### src/rtl/id_ex_stage.sv
// id_ex_stage
//   ID/EX pipeline register and ALU operand driver for the pipelined MIPS core.
//   It latches the decoded fields from ID and turns ALUOp/funct into the 4-bit
//   ALU control code. It applies EX/MEM and MEM/WB forwarding to the latched
//   rs/rt values and drives the ALU operands. It also detects load-use hazards
//   and inserts bubbles.
//
// Ports
//   clk, reset                     clock, async active-high reset
//   id_*                           decoded instruction from ID
//   stall, flush                   hold stage / kill incoming instruction
//   exmem_*, memwb_*               forwarding sources
//   alu_a, alu_b, alu_control      ALU drive (operands combinational, code registered)
//   ex_valid, ex_dest, ex_*        EX-stage instruction status and control bits
//   ex_store_data                  forwarded rt value for stores
//   load_use_stall                 hold request to PC and IF/ID
//   illegal_funct                  registered: funct not recognised
module id_ex_stage #(
  parameter int XLEN = 32
) (
  input  logic            clk,
  input  logic            reset,
  input  logic            id_valid,
  input  logic [XLEN-1:0] id_rs_data,
  input  logic [XLEN-1:0] id_rt_data,
  input  logic [XLEN-1:0] id_imm,
  input  logic [4:0]      id_rs,
  input  logic [4:0]      id_rt,
  input  logic [4:0]      id_rd,
  input  logic [4:0]      id_shamt,
  input  logic [5:0]      id_funct,
  input  logic [1:0]      id_alu_op,
  input  logic            id_alu_src,
  input  logic            id_reg_dst,
  input  logic            id_reg_write,
  input  logic            id_mem_read,
  input  logic            id_mem_write,
  input  logic            id_mem_to_reg,
  input  logic            stall,
  input  logic            flush,
  input  logic            exmem_reg_write,
  input  logic [4:0]      exmem_rd,
  input  logic [XLEN-1:0] exmem_result,
  input  logic            memwb_reg_write,
  input  logic [4:0]      memwb_rd,
  input  logic [XLEN-1:0] memwb_result,
  output logic [XLEN-1:0] alu_a,
  output logic [XLEN-1:0] alu_b,
  output logic [3:0]      alu_control,
  output logic            ex_valid,
  output logic [4:0]      ex_dest,
  output logic            ex_reg_write,
  output logic            ex_mem_read,
  output logic            ex_mem_write,
  output logic            ex_mem_to_reg,
  output logic [XLEN-1:0] ex_store_data,
  output logic            load_use_stall,
  output logic            illegal_funct
);

  localparam logic [3:0] ALU_AND = 4'b0000;
  localparam logic [3:0] ALU_OR  = 4'b0001;
  localparam logic [3:0] ALU_ADD = 4'b0010;
  localparam logic [3:0] ALU_SUB = 4'b0110;
  localparam logic [3:0] ALU_MUL = 4'b0101;
  localparam logic [3:0] ALU_DIV = 4'b1011;
  localparam logic [3:0] ALU_XOR = 4'b0100;
  localparam logic [3:0] ALU_NOR = 4'b1100;
  localparam logic [3:0] ALU_SLT = 4'b0111;
  localparam logic [3:0] ALU_SLL = 4'b1000;
  localparam logic [3:0] ALU_SRL = 4'b1001;
  localparam logic [3:0] ALU_SRA = 4'b1010;

  logic            valid_q;
  logic [XLEN-1:0] rs_data_q, rt_data_q, imm_q;
  logic [4:0]      rs_q, rt_q, dest_q, shamt_q;
  logic            alu_src_q, reg_write_q, mem_read_q, mem_write_q, mem_to_reg_q;
  logic [3:0]      alu_ctrl_q, alu_ctrl_d;
  logic            illegal_q, illegal_d;

  logic [XLEN-1:0] fwd_rs, fwd_rt;
  logic            is_shift;
  logic            load_bubble;

  // ALU control decode
  always_comb begin
    alu_ctrl_d = ALU_ADD;
    illegal_d  = 1'b0;
    unique case (id_alu_op)
      2'b00: alu_ctrl_d = ALU_ADD;
      2'b01: alu_ctrl_d = ALU_SUB;
      2'b11: alu_ctrl_d = ALU_OR;
      default: begin
        case (id_funct)
          6'b100000: alu_ctrl_d = ALU_ADD;
          6'b100010: alu_ctrl_d = ALU_SUB;
          6'b100100: alu_ctrl_d = ALU_AND;
          6'b100101: alu_ctrl_d = ALU_OR;
          6'b100110: alu_ctrl_d = ALU_XOR;
          6'b100111: alu_ctrl_d = ALU_NOR;
          6'b101010: alu_ctrl_d = ALU_SLT;
          6'b000000: alu_ctrl_d = ALU_SLL;
          6'b000010: alu_ctrl_d = ALU_SRL;
          6'b000011: alu_ctrl_d = ALU_SRA;
          6'b011000: alu_ctrl_d = ALU_MUL;
          6'b011010: alu_ctrl_d = ALU_DIV;
          default: begin
            alu_ctrl_d = ALU_ADD;
            // only a real instruction can be flagged illegal
            illegal_d  = id_valid;
          end
        endcase
      end
    endcase
  end

  // Forwarding: EX/MEM takes priority over MEM/WB, and $0 is never forwarded
  always_comb begin
    fwd_rs = rs_data_q;
    if (exmem_reg_write && (exmem_rd == rs_q) && (rs_q != 5'd0))
      fwd_rs = exmem_result;
    else if (memwb_reg_write && (memwb_rd == rs_q) && (rs_q != 5'd0))
      fwd_rs = memwb_result;
  end

  always_comb begin
    fwd_rt = rt_data_q;
    if (exmem_reg_write && (exmem_rd == rt_q) && (rt_q != 5'd0))
      fwd_rt = exmem_result;
    else if (memwb_reg_write && (memwb_rd == rt_q) && (rt_q != 5'd0))
      fwd_rt = memwb_result;
  end

  assign is_shift = (alu_ctrl_q == ALU_SLL) || (alu_ctrl_q == ALU_SRL) ||
                    (alu_ctrl_q == ALU_SRA);

  // Shifts operate on rt; the shift amount is placed at bits [10:6] of b
  assign alu_a = is_shift ? fwd_rt : fwd_rs;
  assign alu_b = is_shift ? {{(XLEN-11){1'b0}}, shamt_q, 6'b0}
                          : (alu_src_q ? imm_q : fwd_rt);

  assign alu_control   = alu_ctrl_q;
  assign ex_valid      = valid_q;
  assign ex_dest       = dest_q;
  assign ex_reg_write  = valid_q & reg_write_q;
  assign ex_mem_read   = valid_q & mem_read_q;
  assign ex_mem_write  = valid_q & mem_write_q;
  assign ex_mem_to_reg = valid_q & mem_to_reg_q;
  assign ex_store_data = fwd_rt;
  assign illegal_funct = illegal_q;

  assign load_use_stall = ex_mem_read && (dest_q != 5'd0) && id_valid &&
                          ((dest_q == id_rs) || (dest_q == id_rt));

  // flush beats stall; a load-use bubble only goes in when not stalled
  assign load_bubble = flush || (!stall && load_use_stall);

  always_ff @(posedge clk or posedge reset) begin
    if (reset) begin
      valid_q      <= 1'b0;
      rs_data_q    <= '0;
      rt_data_q    <= '0;
      imm_q        <= '0;
      rs_q         <= 5'd0;
      rt_q         <= 5'd0;
      dest_q       <= 5'd0;
      shamt_q      <= 5'd0;
      alu_src_q    <= 1'b0;
      reg_write_q  <= 1'b0;
      mem_read_q   <= 1'b0;
      mem_write_q  <= 1'b0;
      mem_to_reg_q <= 1'b0;
      alu_ctrl_q   <= ALU_ADD;
      illegal_q    <= 1'b0;
    end else if (load_bubble) begin
      valid_q      <= 1'b0;
      dest_q       <= 5'd0;
      alu_src_q    <= 1'b0;
      reg_write_q  <= 1'b0;
      mem_read_q   <= 1'b0;
      mem_write_q  <= 1'b0;
      mem_to_reg_q <= 1'b0;
      alu_ctrl_q   <= ALU_ADD;
      illegal_q    <= 1'b0;
    end else if (!stall) begin
      valid_q      <= id_valid;
      rs_data_q    <= id_rs_data;
      rt_data_q    <= id_rt_data;
      imm_q        <= id_imm;
      rs_q         <= id_rs;
      rt_q         <= id_rt;
      dest_q       <= id_reg_dst ? id_rd : id_rt;
      shamt_q      <= id_shamt;
      alu_src_q    <= id_alu_src;
      reg_write_q  <= id_reg_write;
      mem_read_q   <= id_mem_read;
      mem_write_q  <= id_mem_write;
      mem_to_reg_q <= id_mem_to_reg;
      alu_ctrl_q   <= alu_ctrl_d;
      illegal_q    <= illegal_d;
    end
  end

endmodule

### config.mk
export PLATFORM = sky130hd
export DESIGN_NAME = id_ex_stage
export DESIGN_NICKNAME = d
export VERILOG_FILES = /design/src/rtl/id_ex_stage.sv
export SDC_FILE = /design/constraint.sdc
export NUM_CORES = 1
export LEC_CHECK = 0
export CAP_MARGIN = 20
export CORE_ASPECT_RATIO = 2
export CORE_UTILIZATION = 49
export CTS_BUF_LIST = sky130_fd_sc_hd__clkbuf_4 sky130_fd_sc_hd__clkbuf_8
export DETAILED_ROUTE_END_ITERATION = 7
export PLACE_DENSITY = 0.9
export SYNTH_ARGS = -nofsm -noshare
export SYNTH_HDL_FRONTEND = slang
export SYNTH_SLANG_ARGS = --single-unit
### constraint.sdc
create_clock -name clk -period 9.8 [get_ports clk]
set_input_delay 1.96 -clock clk [delete_from_list [all_inputs] [get_ports clk]]
set_output_delay 1.96 -clock clk [all_outputs]
set_load 0.03 [all_outputs]
== Word-level counts from Yosys, hierarchy flattened ==
Index checks and enable logic that the tools add are counted.

* Flip-flop bits (word level): 127
* Input bits: 211
* Output and inout bits: 112
* Word-level logic and storage cells: 99

* Eq/ne operators: 23
* Muxes and demuxes: 30
* Bitwise logic cells: 6
* Reduce and logical (&&, ||, !) cells: 25

{| class="wikitable"
|+ Operators with widths
! operator !! count
|-
| 32-bit two-way mux || 7
|-
| 4-bit case mux with 11 select lines || 1
|-
| 6-bit equality test (second input constant) || 7
|-
| 5-bit equality test || 6
|-
| 1-bit two-way mux || 16
|-
| 5-bit two-way mux || 3
|-
| 5-bit nonzero test || 3
|-
| 4-bit equality test (second input constant) || 3
|-
| 6-bit by 2-bit equality test with 1-bit output (second input constant) || 2
|-
| 6-bit by 5-bit equality test with 1-bit output (second input constant) || 2
|-
| 1-bit logical AND || 12
|-
| 4-bit case mux with 3 select lines || 1
|-
| 12-bit OR reduction || 1
|-
| 4-bit two-way mux || 2
|-
| 6-bit zero test || 1
|-
| 1-bit AND || 4
|-
| 1-bit logical OR || 4
|-
| 3-bit OR reduction || 1
|-
| 2-bit by 1-bit equality test with 1-bit output (second input constant) || 1
|-
| 2-bit equality test (second input constant) || 1
|-
| 2-bit zero test || 1
|-
| 2-bit by 1-bit inequality test with 1-bit output (second input constant) || 1
|-
| 1-bit inverter || 2
|-
| 2-bit AND reduction || 1
|-
| 1-bit zero test || 1
|}

== Depth between registers and ports, before layout ==
Gate-level depths: netlist of run 1.

* Depth after elaboration: 8
* Depth in mapped cells: 9
* Gate-level depth less buffers: 5

== Worst setup path after synthesis of run 1 ==
OpenSTA, ideal clock, no wires.

* Path type: in2out
* From: input port memwb_rd[3]
* To: output port alu_a[0]
* Data arrival time: 4.008 ns
* Required time: 7.840 ns
* Path slack: 3.832 ns
* Stages: 6
* Path buffers: 1
* Path through: xnor2_1 clkbuf_1 o211ai_1 nor2_1 mux2i_1 a222oi_1

* Longest elaborated chain between the ends: 6
* Elaborated cells between the ends (all ways): 11
* Classes of those cells: 2 x eq/ne; 5 x mux; 4 x reduce/logical

{| class="wikitable"
|+ Ends and longest elaborated chain
! element !! RTL line !! text
|-
| start: declaration || 45 || <nowiki>input logic [4:0] memwb_rd,</nowiki>
|-
| 5-bit equality test (on tied branches) || 122, 130 ||
|-
| 1-bit logical AND (on tied branches) (2 in a row) || 122, 130 ||
|-
| 32-bit two-way mux (on tied branches) || 122, 130 ||
|-
| 32-bit two-way mux (on tied branches) || 120, 128 ||
|-
| 32-bit two-way mux * || 138 || <nowiki>assign alu_a = is_shift ? fwd_rt : fwd_rs;</nowiki>
|-
| end: declaration || 47 || <nowiki>output logic [XLEN-1:0] alu_a,</nowiki>
|}

Every way passes the cells marked *; elsewhere a longest branch is shown, timed or not.

== Worst setup path in the final report of run 1 ==
* From: input port memwb_rd[2]
* To: output port alu_a[30]

Same word-level chain as after synthesis.

==> results of run 1 <==
## worst max path at each step
stage           startpoint         to  slack (ns)  depth (start not counted)
6_report       memwb_rd[2]  alu_a[30]        1.97                          8
5_1_grt        memwb_rd[0]  alu_a[30]        1.86                          8
4_1_cts        memwb_rd[1]  alu_a[30]        2.16                          8
3_5_place_dp   memwb_rd[1]  alu_a[30]        2.16                          8
3_3_place_gp   memwb_rd[2]  alu_a[30]        2.29                          8
2_1_floorplan  memwb_rd[3]   alu_a[0]        3.83                          6
## cell usage in the layout (no fill, tap or decap), types with 2 or more instances in the layout
cell / count
a21oi_1: 13
a221o_1: 5
a221oi_1: 29
a222oi_1: 32
a22oi_1: 22
a31oi_1: 5
and2_1: 9
and3_1: 32
buf_4: 16
bufinv_16: 4
clkbuf_4: 2
clkbuf_8: 19
clkdlybuf4s50_1: 322
clkinv_2: 2
clkinvlp_4: 3
dfrtp_1: 126
diode_2: 3
inv_1: 32
mux2_2: 111
mux2i_1: 45
nand2_1: 19
nand2b_1: 4
nand3_1: 33
nand3b_1: 2
nand4_1: 5
nor2_1: 71
nor2_2: 2
nor2_4: 2
nor3_1: 8
o211ai_1: 8
o21ai_0: 13
o31ai_1: 27
o41ai_1: 3
or2_2: 2
or4_1: 2
xnor2_1: 17
xor2_1: 13
## kinds of logic (layout without fill, tap and decap cells)
| family | count (synthesis) | after routing | synth area share, % |
|---|---|---|---|
| xor+xnor | 31 | 31 | 3.41 |
| flops | 127 | 127 | 39.9 |
| mux | 157 | 157 | 21.5 |
| simple gates | 203 | 203 | 12.6 |
| other cells | 0 | 3 | 0 |
| buf+inv | 103 | 403 | 5.78 |
| compound gates | 167 | 167 | 16.8 |
## flip-flops by register name, summed over array words and instances (netlist names), 4 cells and up
| register | cells |
|---|---|
| rs_data_q | 32 |
| shamt_q | 5 |
| rs_q | 5 |
| ex_dest | 5 |
| alu_control | 4 |
| imm_q | 32 |
| rt_data_q | 32 |
| rt_q | 5 |
## layout make-up
class | instances | area share (%)
antenna | 3 | 0.0640
clock buffer | 21 | 2.36
clock inverter | 10 | 1.38
inverter | 34 | 1.13
multi-input combinational | 558 | 37.3
sequential | 127 | 27.1
tap | 201 | 2.15
timing repair buffer | 338 | 28.5
## power by group
part,total [uW],switching [uW],internal (uW)
Combinational,753,394,359
Clock,513,219,295
Sequential,650,55.4,595
Total,1920,668,1250
## stage by stage
step	instances	util [%]	power [uW]	cell area, um2
after global routing	1292	73.9	1980	11700
after global placement	1258	71.1	1390	11300
after CTS	1289	73.9	1920	11700
after detailed placement	1258	71.1	1400	11300
after floorplan	788	-	1070	7970
final	1292	73.9	1920	11700
## worst max-delay path, delay by kind of cell
kind	cells	cell delay, ns
xor gates and xnor gates	1	0.15
AOI/OAI and AO/OA	2	0.71
buffers and inverters	3	1.69
and+or+nand+nor	2	1.32
## layer usage
layer | vias up | GRT usage (%)
li1 | 3551 | -
met1 | 3981 | 36.6
met2 | 566 | 64.2
met3 | 174 | 8.96
met4 | 0 | 29.1
met5 | - | 0
==> results.sh, run 1 <==
export IMPL_fin_setup_tns_ns=0
export IMPL_slew_headroom_pct=29.9
export IMPL_rr_startpoint="ex_dest[0]"
export IMPL_ir_worst_vdd_mv=0.138
export IMPL_hold_depth=1
export IMPL_clkTransAtPathRegs_ns=0.07
export IMPL_fin_crit_sh_pct=79.9
export IMPL_initial_core_util_pct=50.3
export IMPL_multi_input_area_mm2=0.00437
export IMPL_yosysWarnings=0
export IMPL_num_nets_final=1287
export IMPL_fin_hold_ws_ns=0.508
export IMPL_synthFlopType="dfrtp_1"
export IMPL_drtIter0Drc=719
export IMPL_antenna_found_initial=3
export IMPL_hp_class="reg2reg"
export IMPL_critPathMaxStageDelay_ns=0.80
export IMPL_clock_latency_ns=0.45
export IMPL_globalRouteTotalUtil_pct=36.8
export IMPL_setup_viol=0
export IMPL_cts_sinks=127
export IMPL_synthTopCellsByCount="dfrtp_1 (126), mux2_2 (111), nor2_1 (74)"
export IMPL_yosysSeqAreaShare_pct=39.9
export IMPL_drc=0
export IMPL_dr_max_layer_used="met4"
export IMPL_ios=323
export IMPL_hold_end="imm_q[7]"
export IMPL_ctsResizeCount=0
export IMPL_power_leakage_uw=0.00472
export IMPL_grt_overflow=0
export IMPL_root_buffer="clkbuf_8"
export IMPL_cp_max_fo=30
export IMPL_crit_chain="clkdlybuf4s50_1 -> xnor2_1 -> nand4_1 -> nor2_4 -> buf_4 -> a22oi_1 -> a222oi_1 -> clkdlybuf4s50_1"
export IMPL_htreeDepth=4
export IMPL_numCtsBuffers=17
export IMPL_port_buffers=322
export IMPL_r2r_end="rs_q[3]"
export IMPL_vias_per_cell=6.40
export IMPL_cp_common_cell="clkdlybuf4s50_1"
export IMPL_routedLengthMet1_mm=10.1
export IMPL_fmaxAchievable_mhz=128
export IMPL_holdBufCountCts=0
export IMPL_ys_types=58
export IMPL_synth_area_leaders="dfrtp_1 (40%), mux2_2 (16%), mux2i_1 (5.7%)"
export IMPL_wirelength_mm=31.2
export IMPL_cp_data_arrival_time_ns=5.87
export IMPL_grt_max_degree=70
export IMPL_p_per_area_mw_per_mm2=163
export IMPL_drtAntennaViolNets=0
export IMPL_wl_met3_mm=2.67
export IMPL_post_route_min_period_ns=7.83
export IMPL_hpwl_mm=22.2
export IMPL_die_y_um=182
export IMPL_seq_area_mm2=0.00318
export IMPL_crit_required_ns=7.84
export IMPL_syn_to_final_growth_pct=47.1
export IMPL_rr_worst_depth=8
export IMPL_synthCells=788
export IMPL_drive_above_1_share_pct=16.0
export IMPL_cp_start_kind="input pin"
export IMPL_fp_row_count=65
export IMPL_via_count=8272
export IMPL_cts_path_max_buffers=2
export IMPL_grt_pass1_wl_mm=46.6
export IMPL_die_area_mm2=0.0168
export IMPL_r2r_slack_ns=6.44
export IMPL_synth_top_cell_by_area="dfrtp_1"
export IMPL_synth_seq_cells=127
export IMPL_die_w_um=92.2
export IMPL_cts_tree="built"
export IMPL_preCtsSetupSlack_ns=2.16
export IMPL_worst_setup_path_type="in2out"
export IMPL_place_gp_congestion=0.951
export IMPL_async_flop_share_pct=100
export IMPL_max_cap_violations=0
export IMPL_yosysMostFrequentCell="dfrtp_1"
export IMPL_wl_met2_mm=15.9
export IMPL_tightest_slew_ns=1.05
export IMPL_fill_cells=1161
export IMPL_coreArea_mm2=0.0159
export IMPL_netlist_area_mm2=0.00797
export IMPL_status="finished, final reports clean"
export IMPL_fin_ws_ns=1.97
export IMPL_slew_violations=0
export IMPL_syn_num_nets=999
export IMPL_endpoint_kind="primary output"
export IMPL_routedWlPerCell_um=24.1
export IMPL_synth_avg_cell_area_um2=10.1
export IMPL_grt_pass1_vias=8773
export IMPL_hold_viol=0
export IMPL_yosysTopAreaCellShare_pct=39.6
export IMPL_fin_skew_ns=0.0170
export IMPL_rsz0062_at_grt="no"
export IMPL_hold_start="imm_q[7]"
export IMPL_drt_first_pass_iters=6
export IMPL_slowest_stage="nor2_4"
export IMPL_post_cts_buffers=0
export IMPL_synth_edff_count=0
Note: power is estimated with default switching activity, not from simulation.
==> run 2: changes to the inputs <==
Settings changed: CORE_UTILIZATION 49 to 45, PLACE_DENSITY 0.9 to 0.84.
Clock period 9.8 ns to 7.9 ns, I/O delays scaled along.
==> run 2 against run 1 <==
  * The flow now finishes with violations (DRC)
  * Total power rose by 18%
  * Non-clock buffer count fell by 1
  * Utilization fell by 6.3 points
  * Via count fell by 3.6%
  * Hold slack got worse by 0.010 ns
  * Die area rose by 8.7%
  * First-iteration DRC count fell by 23%
  * Combinational power rose by 23%
  * Count of clock-buffer cells in the layout fell by 1
  * Clock power rose by 4.9%
  * Clock skew barely moved
  * Highest routed layer unchanged
==> results.sh, run 2 (synthesis gave the netlist of run 1 again) <==
export IMPL_cp_num_cells=8
export IMPL_rr_worst_depth=7
export IMPL_max_cap_violations=0
export IMPL_wirelength_mm=29.9
export IMPL_status="finished with violations"
export IMPL_crit_chain="clkdlybuf4s50_1 -> xnor2_1 -> nand4_1 -> or2_1 -> buf_4 -> nor2_1 -> o31ai_1 -> clkdlybuf4s50_1"
export IMPL_drtIter0Drc=553
export IMPL_fmaxAchievable_mhz=150
export IMPL_path_delay_family="buffers and inverters"
export IMPL_placedInstanceArea_mm2=0.0113
export IMPL_drc=1
export IMPL_holdBufCountCts=0
export IMPL_fin_util_pct=67.6
export IMPL_p_per_area_mw_per_mm2=194
export IMPL_syn_to_final_growth_pct=46.5
export IMPL_worst_setup_path_type="in2out"
export IMPL_fin_setup_tns_ns=0
export IMPL_r2r_slack_ns=5.24
export IMPL_antenna_found_initial=5
export IMPL_fin_crit_sh_pct=84.4
export IMPL_drt_first_pass_iters=8
export IMPL_hpwl_mm=21.9
export IMPL_grt_overflow=0
export IMPL_slew_headroom_pct=32.2
export IMPL_rr_startpoint="ex_dest[0]"
export IMPL_ctsResizeCount=0
export IMPL_cp_data_arrival_time_ns=5.09
export IMPL_place_gp_congestion=0.955
export IMPL_port_buffers=322
export IMPL_root_buffer="clkbuf_8"
export IMPL_cts_tree="built"
export IMPL_post_route_min_period_ns=6.67
export IMPL_cts_path_max_buffers=2
export IMPL_rsz0062_at_grt="no"
export IMPL_die_y_um=190
export IMPL_clkTransAtPathRegs_ns=0.07
export IMPL_clock_latency_ns=0.44
export IMPL_fp_row_count=68
export IMPL_vias_per_cell=6.12
export IMPL_cts_sinks=127
export IMPL_htreeDepth=4
export IMPL_coreArea_mm2=0.0173
export IMPL_drive_above_1_share_pct=16.0
export IMPL_grt_pass1_vias=8432
export IMPL_cp_max_fo=21
export IMPL_r2r_end="rs_data_q[19]"
export IMPL_routedWlPerCell_um=23.0
export IMPL_hold_viol=0
export IMPL_ir_worst_vdd_mv=0.123
export IMPL_reg_largest_list="imm_q (32), rs_data_q (32), rt_data_q (32)"
export IMPL_slowest_stage="or2_1"
export IMPL_hold_depth=2
export IMPL_crit_required_ns=6.32
export IMPL_power_leakage_uw=0.00468
export IMPL_num_nets_final=1286
export IMPL_numCtsBuffers=17
export IMPL_slew_violations=0
export IMPL_layout_common_cells="clkdlybuf4s50_1 (322), dfrtp_1 (126), mux2_2 (111)"
export IMPL_hold_end="illegal_funct"
export IMPL_post_cts_buffers=0
export IMPL_fin_skew_ns=0.0167
export IMPL_initial_core_util_pct=46.1
export IMPL_hold_start="illegal_funct"
export IMPL_final_cell_area_mm2=0.0117
export IMPL_endpoint_kind="primary output"
export IMPL_violations="DRC"
export IMPL_globalRouteTotalUtil_pct=33.2
export IMPL_grt_max_degree=70
export IMPL_final_common_cell="clkdlybuf4s50_1"
export IMPL_cp_common_cell="clkdlybuf4s50_1"
export IMPL_via_count=7975
export IMPL_drtAntennaViolNets=0
export IMPL_critPathMaxStageDelay_ns=0.82
export IMPL_p_total_uw=2270
export IMPL_grt_pass1_wl_mm=44.9
export IMPL_crit_buf_inv=3
export IMPL_hp_class="reg2reg"
export IMPL_ios=323
export IMPL_setup_viol=0
export IMPL_die_area_mm2=0.0183
export IMPL_fin_hold_ws_ns=0.498
export IMPL_cp_start_kind="input pin"
export IMPL_tightest_slew_ns=1.01
export IMPL_die_w_um=96.1
run 2: power breakdown:
group | switching (uW) | internal (uW) | leakage (uW)
logic | 481 | 445 | 0.00298
clock network | 278 | 260 | 0.000180
registers | 66.6 | 738 | 0.00151
run 2: metrics by stage:
stage,worst slack [ns],instances
2_1_floorplan,2.69,788
3_3_place_gp,1.36,1266
3_5_place_dp,1.32,1266
4_1_cts,1.29,1298
5_1_grt,1.07,1303
6_report,1.23,1304
run 2: worst max-delay path by stage:
| stage | startpoint | to | slack, ns |
|---|---|---|---|
| 4_1_cts | memwb_rd[2] | alu_b[3] | 1.29 |
| 3_3_place_gp | memwb_rd[2] | alu_b[3] | 1.36 |
| 3_5_place_dp | memwb_rd[2] | alu_b[3] | 1.32 |
| 5_1_grt | memwb_rd[1] | alu_a[12] | 1.07 |
| 2_1_floorplan | memwb_rd[3] | alu_a[0] | 2.69 |
| 6_report | exmem_rd[4] | alu_b[20] | 1.23 |
run 2: worst register-to-register path: stages, from the launching register on:
cell	delay, ns
dfrtp_1	0.48
xor2_1	0.20
nor3_1	0.22
a22oi_1	0.12
buf_4	0.20
o21ai_4	0.16
buf_4	0.67
mux2_2	0.47
run 2: area by class of cell:
type / instances / area (um2)
Clock inverter: 12 / 114
Timing Repair Buffer: 337 / 3340
Fill cell: 1390 / 5600
Antenna cell: 6 / 15.0
Clock buffer: 20 / 256
Multi-Input combinational cell: 558 / 4380
Inverter: 34 / 130
Tap cell: 210 / 263
Sequential cell: 127 / 3180
run 2: routing by layer:
metal  global-route usage, %  vias up  routed length, um
li1                        -     3552                  -
met1                    33.5     3840               9780
met2                    57.5      454              15700
met3                    8.13      129               2440
met4                    23.6        0               2000
met5                       0        -                  0
